==> src/rtl/pwm_capture.sv <==
// rtl/pwm_capture.sv - measures PWM period, high time and duty; flags a stuck input.
// Define PWM_CAPTURE_DUTY_EN to build the iterative duty divider (valid then lags publish by 8).
module pwm_capture #(
  parameter  int CLK_FREQUENCY     = 16_000_000,
  parameter  int MIN_PWM_FREQUENCY = 1_000,
  localparam int MAX_COUNT         = CLK_FREQUENCY / MIN_PWM_FREQUENCY,
  localparam int COUNT_BITS        = $clog2(MAX_COUNT + 1)
) (
  input  logic                  clk_16mhz,
  input  logic                  reset,
  input  logic                  pwm_in,
  output logic [COUNT_BITS-1:0] period,
  output logic [COUNT_BITS-1:0] high_count,
  output logic [6:0]            duty_pct,
  output logic                  valid,
  output logic                  stuck,
  output logic                  level
);

  localparam logic [COUNT_BITS-1:0] LIMIT = COUNT_BITS'(MAX_COUNT - 1);

  typedef enum logic [1:0] {
    ST_IDLE = 2'd0,
    ST_HIGH = 2'd1,
    ST_LOW  = 2'd2
  } state_t;

  state_t                r_state;
  state_t                w_next_state;
  logic                  r_s1;
  logic                  r_s2;
  logic                  r_s3;
  logic                  w_rise;
  logic                  w_fall;
  logic                  w_at_limit;
  logic                  w_publish;
  logic                  w_capture_hi;
  logic                  w_timeout;
  logic [COUNT_BITS-1:0] r_cnt;
  logic [COUNT_BITS-1:0] r_hi_tmp;
  logic [COUNT_BITS-1:0] r_period;
  logic [COUNT_BITS-1:0] r_high_count;
  logic                  r_valid;
  logic                  r_stuck;
  logic                  r_level;

  // Chain resets high so a pin already high at reset release is not taken as a rise.
  always_ff @(posedge clk_16mhz or posedge reset) begin
    if (reset) begin
      r_s1 <= 1'b1;
      r_s2 <= 1'b1;
      r_s3 <= 1'b1;
    end else begin
      r_s1 <= pwm_in;
      r_s2 <= r_s1;
      r_s3 <= r_s2;
    end
  end

  assign w_rise     = r_s2 & ~r_s3;
  assign w_fall     = ~r_s2 & r_s3;
  assign w_at_limit = (r_cnt == LIMIT);

  always_ff @(posedge clk_16mhz or posedge reset) begin
    if (reset) begin
      r_state <= ST_IDLE;
    end else begin
      r_state <= w_next_state;
    end
  end

  // Timeout wins over a fall in HIGH so the count can never pass MAX_COUNT.
  always_comb begin
    w_next_state = r_state;
    w_publish    = 1'b0;
    w_capture_hi = 1'b0;
    w_timeout    = 1'b0;
    case (r_state)
      ST_IDLE: begin
        if (w_rise) begin
          w_next_state = ST_HIGH;
        end
      end
      ST_HIGH: begin
        if (w_at_limit) begin
          w_next_state = ST_IDLE;
          w_timeout    = 1'b1;
        end else if (w_fall) begin
          w_next_state = ST_LOW;
          w_capture_hi = 1'b1;
        end
      end
      ST_LOW: begin
        if (w_rise) begin
          w_next_state = ST_HIGH;
          w_publish    = 1'b1;
        end else if (w_at_limit) begin
          w_next_state = ST_IDLE;
          w_timeout    = 1'b1;
        end
      end
      default: begin
        w_next_state = ST_IDLE;
      end
    endcase
  end

  always_ff @(posedge clk_16mhz or posedge reset) begin
    if (reset) begin
      r_cnt        <= '0;
      r_hi_tmp     <= '0;
      r_period     <= '0;
      r_high_count <= '0;
      r_stuck      <= 1'b0;
      r_level      <= 1'b0;
    end else begin
      if (w_rise) begin
        r_cnt <= COUNT_BITS'(1);
      end else if (r_state != ST_IDLE) begin
        r_cnt <= r_cnt + COUNT_BITS'(1);
      end
      if (w_capture_hi) begin
        r_hi_tmp <= r_cnt;
      end
      if (w_publish) begin
        r_period     <= r_cnt;
        r_high_count <= r_hi_tmp;
      end
      if (w_timeout) begin
        r_stuck <= 1'b1;
        r_level <= r_s2;
      end else if (w_rise) begin
        r_stuck <= 1'b0;
      end
    end
  end

`ifdef PWM_CAPTURE_DUTY_EN
  localparam int NUM_BITS = COUNT_BITS + 7;

  logic [NUM_BITS-1:0] w_num;
  logic [NUM_BITS-1:0] w_trial;
  logic                w_ge;
  logic [NUM_BITS-1:0] r_rem;
  logic [NUM_BITS-1:0] r_dsh;
  logic [5:0]          r_quo;
  logic [6:0]          r_duty;
  logic [2:0]          r_div_left;

  // Quotient is at most 100, so seven trial subtractions of period<<6..period<<0 suffice.
  assign w_num   = NUM_BITS'(r_hi_tmp) * NUM_BITS'(100);
  assign w_ge    = (r_rem >= r_dsh);
  assign w_trial = r_rem - r_dsh;

  always_ff @(posedge clk_16mhz or posedge reset) begin
    if (reset) begin
      r_rem      <= '0;
      r_dsh      <= '0;
      r_quo      <= '0;
      r_duty     <= '0;
      r_div_left <= '0;
      r_valid    <= 1'b0;
    end else begin
      r_valid <= 1'b0;
      if (w_publish) begin
        r_rem      <= w_num;
        r_dsh      <= NUM_BITS'(r_cnt) << 6;
        r_quo      <= '0;
        r_div_left <= 3'd7;
      end else if (r_div_left != 3'd0) begin
        if (w_ge) begin
          r_rem <= w_trial;
        end
        r_dsh      <= r_dsh >> 1;
        r_quo      <= {r_quo[4:0], w_ge};
        r_div_left <= r_div_left - 3'd1;
        if (r_div_left == 3'd1) begin
          r_duty  <= {r_quo, w_ge};
          r_valid <= 1'b1;
        end
      end
    end
  end

  assign duty_pct = r_duty;
`else
  always_ff @(posedge clk_16mhz or posedge reset) begin
    if (reset) begin
      r_valid <= 1'b0;
    end else begin
      r_valid <= w_publish;
    end
  end

  assign duty_pct = 7'd0;
`endif

  assign period     = r_period;
  assign high_count = r_high_count;
  assign valid      = r_valid;
  assign stuck      = r_stuck;
  assign level      = r_level;

endmodule

==> config.mk <==
export PLATFORM = sky130hd
export DESIGN_NAME = pwm_capture
export DESIGN_NICKNAME = d
export VERILOG_FILES = /design/src/rtl/pwm_capture.sv
export SDC_FILE = /design/constraint.sdc
export NUM_CORES = 1
export LEC_CHECK = 0
export ABC_AREA = 1
export CORE_ASPECT_RATIO = 1.2
export CORE_MARGIN = 2
export CORE_UTILIZATION = 40
export CTS_BUF_LIST = sky130_fd_sc_hd__clkbuf_16
export DETAILED_ROUTE_END_ITERATION = 8
export PLACE_DENSITY = 0.68
export REMOVE_ABC_BUFFERS = 1
export SYNTH_ARGS = -nofsm -noshare
export SYNTH_HDL_FRONTEND = slang
export SYNTH_SLANG_ARGS = --single-unit
==> constraint.sdc <==
create_clock -name clk_16mhz -period 2.65 [get_ports clk_16mhz]
set_input_delay 0.53 -clock clk_16mhz [delete_from_list [all_inputs] [get_ports clk_16mhz]]
set_output_delay 0.53 -clock clk_16mhz [all_outputs]
set_load 0.02 [all_outputs]
; ---- Word-level counts from Yosys, hierarchy flattened
; Index checks and enable logic that the tools add are counted.
[op_classes]
n_addsub = 1
muxes = 18
bitwise_logic = 4
n_reduce_logical = 5
n_eq_ne = 6
[op_table]
columns = op, n
row1 = $mux W14, 2
row2 = $add A14 B1 Y14 const B, 1
row3 = $eq A14 B14 Y1 const B, 1
row4 = $mux W2, 5
row5 = $mux W1, 9
row6 = $ne A3 B3 Y1 const B, 2
row7 = $pmux W2 S3, 1
row8 = $reduce_bool A2 Y1, 3
row9 = $reduce_and A3 Y1, 1
row10 = $and A1 B1 Y1, 2
row11 = $eq A2 B1 Y1 const B, 1
row12 = $eq A2 B2 Y1 const B, 1
row13 = $logic_not A2 Y1, 1
row14 = $ne A2 B2 Y1 const B, 1
row15 = $not A1 Y1, 2
row16 = $pmux W1 S2, 1
[totals]
word_cells = 45
in_bits = 3
out_inout_bits = 38
register_bits = 64

; ---- Longest topological paths before layout
[depth]
ltp_word = 5
mapped_depth = 9
ltp_nobuf = 9

; ---- Least setup slack after synthesis
; Ideal clock, no wire load.
[synth_path]
path_type = register -> register
from = register r_cnt[0]
to = register r_hi_tmp[2]
synth_period_minus_slack_ns = 1.403
n_path_buf = 1
stages_incl_launch_ff = 10
path_slack_ns = 1.247
t_arrival_ns = 1.285
required_ns = 2.532
setup_ns = 0.118
cell_sequence = dfrtp_1 > ha_1 > nand3_2 > nor2_2 > nand3_4 > nand2_4 > nor2_8 > buf_6 > nand2_1 > o21ai_2
[synth_between]
elab_chain_len = 3
[synth_rtl]
columns = item, line
row1 = from (decl), 39  ; logic [COUNT_BITS-1:0] r_cnt;
row2 = from (signal assigned), 120  ; r_cnt <= r_cnt + COUNT_BITS'(1);
row3 = $eq A14 B14 Y1, 62  ; assign w_at_limit = (r_cnt == LIMIT);
row4 = $mux W1, 85  ; if (w_at_limit) begin
row5 = $mux W1, 78  ; case (r_state)
row6 = to (signal assigned), 123  ; r_hi_tmp <= r_cnt;
row7 = to (decl), 40  ; logic [COUNT_BITS-1:0] r_hi_tmp;
; No other way between the ends.
; A chain may end at the register's enable or synchronous reset.

; ---- Worst setup path in the final report
[layout_path]
from = register r_s2
to = register r_state[0]
[layout_between]
elab_chain_len = 4
elab_cells_between_ends = 9
cone_classes = 3 x eq/ne / 2 x mux / 3 x bitwise / 1 x reduce/logical
[layout_rtl]
columns = item, line
row1 = from (decl), 31  ; logic r_s2;
row2 = from (signal assigned), 55  ; r_s2 <= r_s1;
row3 = $not A1 Y1, 61  ; assign w_fall = ~r_s2 & r_s3;
row4 = $and A1 B1 Y1, 61
row5 = $ne A3 B3 Y1 (no source line), n/a
row6 = $reduce_and A3 Y1 (no source line), n/a
row7 = to (signal assigned), 68  ; r_state <= w_next_state;
row8 = to (decl), 28  ; state_t r_state;
; Several ways; a longest one is shown, not always the timed one.

==> summary.md <==
| Metric | Value |
|---|---|
| Kind of end point of the critical path | `register` |
| Flops & latches, synth | `64` |
| Mapped Area | `2840 sq um` |
| Synth Area in Compound Gates | `0.131` |
| Min cycle time layout | `1920 ps` |
| Post-Synth XOR/XNOR Area | `0` |
| Leak | `1.59 nW` |
| Sequential power share | `0.405` |
| Fin. max-slew vios | `0` |
| Adder-Cell Fraction of Synth Area | `0.0220` |
| ANT nets after route | `0` |
| Grt total ovfl | `0` |
| CP Launch Type | `register` |
| Clock latency on the worst-skew pair | `330 ps` |
| Peak supply drop | `0.000429 V` |
| Via count | `2138` |
| R2R cell count | `7` |
| # DRC | `0` |
| Clock Power Share | `0.378` |
| Post-synth EDFFs | `0` |
| Core Region | `6850 sq um` |
| I/O Pins | `41` |
| Hold Buf Count CTS | `0` |
| Most common cell after layout, fill and taps aside | `nand2_1` |
| Avg Cell Area, Syn | `9.16 sq um` |
| Slew margin rel. | `0.599` |
| GPL Wtd Cong | `0.815` |
| Initial antenna violation count | `0` |
| Hold/Removal Path Class | `register to register` |
| Sequential area share after synthesis | `0.565` |
| Final #Nets | `356` |
| Primary FF master, synth | `dfrtp_1` |
| First-pass detailed-route iteration total | `4` |
| Worst EP required | `2910 ps` |
| Max-cap viol count | `0` |
| # rows | `33` |
| Sw Share | `0.306` |
| P per Cell Area | `851 nW/um^2` |
| Critical Path Sink | `r_state[0]` |
| Die area | `7790 sq um` |
| Int Pwr | `2.08 mW` |
| Setup violations, final | `0` |
| Achievable clock frequency | `0.522 GHz` |
| Critical path type | `register to register` |
| Drt initial violations | `105` |
| Vias per cell | `4.86` |
| Chip width | `80.9 microns` |
| Combinational share of power | `0.218` |
| Status | `complete, no violations` |
| Max Fanout on Critical Path | `21` |
| DP Wirelength | `3890 microns` |
| RR Startpoint | `r_s2` |
| Yosys cell types | `28` |
| Routed WL per cell | `12.6 microns` |
| Post-Route WL | `5560 microns` |
| Number of global-route vias before repair | `2029` |
| Largest family of logic cells by synthesized area | `simple AND/OR/NAND/NOR gates` |
| Largest net degree at the start of global routing | `29` |
| Reg-to-reg slack, setup | `730 ps` |
| Slew @ Worst Pin | `600 ps` |
| CTS tree | `done` |
| Simple-gate share of the synthesized area | `0.192` |
| PostCTS Resize Cnt | `0` |
| Ant diodes | `0` |
| Post CTS Setup Buffer Count | `0` |
| Async set-or-reset flop fraction in the synthesized netlist | `1.00` |
| Die Y | `96.3 microns` |
| Total chip power | `2.99 mW` |
| First-pass GRT wire length | `9400 microns` |
| Cells after Synth | `310` |
| Port bufs | `33` |
| Root buf cell | `clkbuf_16` |
| FF-to-FF End | `r_state[0]` |
| Synth-to-Final Area Change | `23.8%` |
| Fin crit share | `0.723` |
| Critical path origin | `r_s2` |
| Multiplexer area fraction after synthesis | `0` |
| NetSw | `914 uW` |
| Setup TNS | `0 ps` |
| CTS Buf Count | `9` |
| CTS H-Tree Depth | `3` |
| Initial Utilization | `0.414` |
| Clock transition at path regs | `50 ps` |
| Sink Count | `64` |
| Crit path DAT | `2180 ps` |
| Max clock buf depth | `2` |
| RSZ-0062 raised after global routing | `no` |
| Worst clock skew | `6.46 ps` |
| Gr usage total | `0.164` |
| Final Hold Vio Count | `0` |
| Synthesis Warnings | `0` |
| Most frequent cells in the layout | `74 x nand2_1, 61 x dfrtp_1, 36 x inv_1, 33 x clkdlybuf4s50_1, 31 x o21ai_0` |
| Ratio of cells with drive above 1 in the final layout | `0.133` |
[synth_stat cells, types with 2 or more instances]
| library cell | count | area share |
|---|---|---|
| buf_6 | 2 | 0.0079 |
| ha_1 | 5 | 0.022 |
| nor3_1 | 4 | 0.0071 |
| nand2_1 | 74 | 0.098 |
| inv_2 | 2 | 0.0026 |
| nor2_2 | 4 | 0.0088 |
| nor2_1 | 19 | 0.025 |
| buf_4 | 7 | 0.019 |
| o21ai_1 | 5 | 0.0088 |
| a21oi_1 | 11 | 0.019 |
| nand3_1 | 11 | 0.019 |
| nand4_1 | 4 | 0.0088 |
| o21ai_0 | 31 | 0.055 |
| clkbuf_1 | 6 | 0.0079 |
| dfrtp_1 | 61 | 0.54 |
| dfstp_2 | 3 | 0.028 |
| o21ai_2 | 14 | 0.043 |
| inv_1 | 37 | 0.049 |
[cell families (layout without fill, tap and decap cells)]
family,count (synthesis),in the layout
compound gates,63,63
fa+ha+maj,5,5
buf+inv,55,92
flops,64,64
other cells,1,7
simple gates,122,122
[metrics by stage]
stage | hold WS, ps | utilization | worst slack (ps) | std cells | instance area, sq um
after floorplan | 345 | - | 527 | 300 | 2760
after detailed placement | 351 | 0.471 | 754 | 424 | 3230
final | 357 | 0.513 | 733 | 440 | 3520
after CTS | 361 | 0.513 | 721 | 440 | 3520
after global routing | 366 | 0.513 | 563 | 440 | 3520
after global placement | 348 | 0.471 | 810 | 424 | 3230
[how the worst min path moves through the flow]
stage / startpoint / to / cells past startpoint
2_1_floorplan: r_s1 / r_s2 / 0
3_3_place_gp: r_s1 / r_s2 / 0
3_5_place_dp: r_s1 / r_s2 / 0
4_1_cts: r_s1 / r_s2 / 0
5_1_grt: r_s1 / r_s2 / 0
6_report: r_s1 / r_s2 / 0
[power groups by stage]
stage	registers [mW]	clock network, mW	logic [mW]
global placement	1.22	0	0.630
detailed placement	1.23	0	0.648
global route	1.23	1.19	0.729
floorplan	1.27	0	0.369
finish	1.21	1.13	0.651
CTS	1.21	1.15	0.659
[final cells by class]
class | instances | area [sq um]
timing repair buffer | 37 | 360
multi-input combinational | 197 | 1010
sequential | 64 | 1610
inverter | 39 | 146
tap | 87 | 109
clock inverter | 7 | 62.6
clock buffer | 9 | 225
fill | 646 | 3340
[state kept, by name (all words and copies together) (netlist names)]
name / flops
high_count: 14
period: 14
r_cnt: 14
r_hi_tmp: 14
r_state: 2
level: 1
r_s1: 1
r_s2: 1
r_s3: 1
stuck: 1
valid: 1
[routing by layer]
metal	GRT usage	part of all wire	vias to the layer above
met5	0	0	-
met4	0.0975	0.029	0
met3	0.0488	0.045	14
met2	0.258	0.49	58
met1	0.198	0.44	1019
li1	-	-	1047
[worst max-delay path: stages, from the launching register on]
cell and delay (ps):
dfstp_2 530, inv_1 60, nor2_2 190, nand2_1 410, buf_4 350, a21oi_1 140
nand3_1 90, nand2_1 80
No activity file was read; power rests on OpenSTA's default activity.
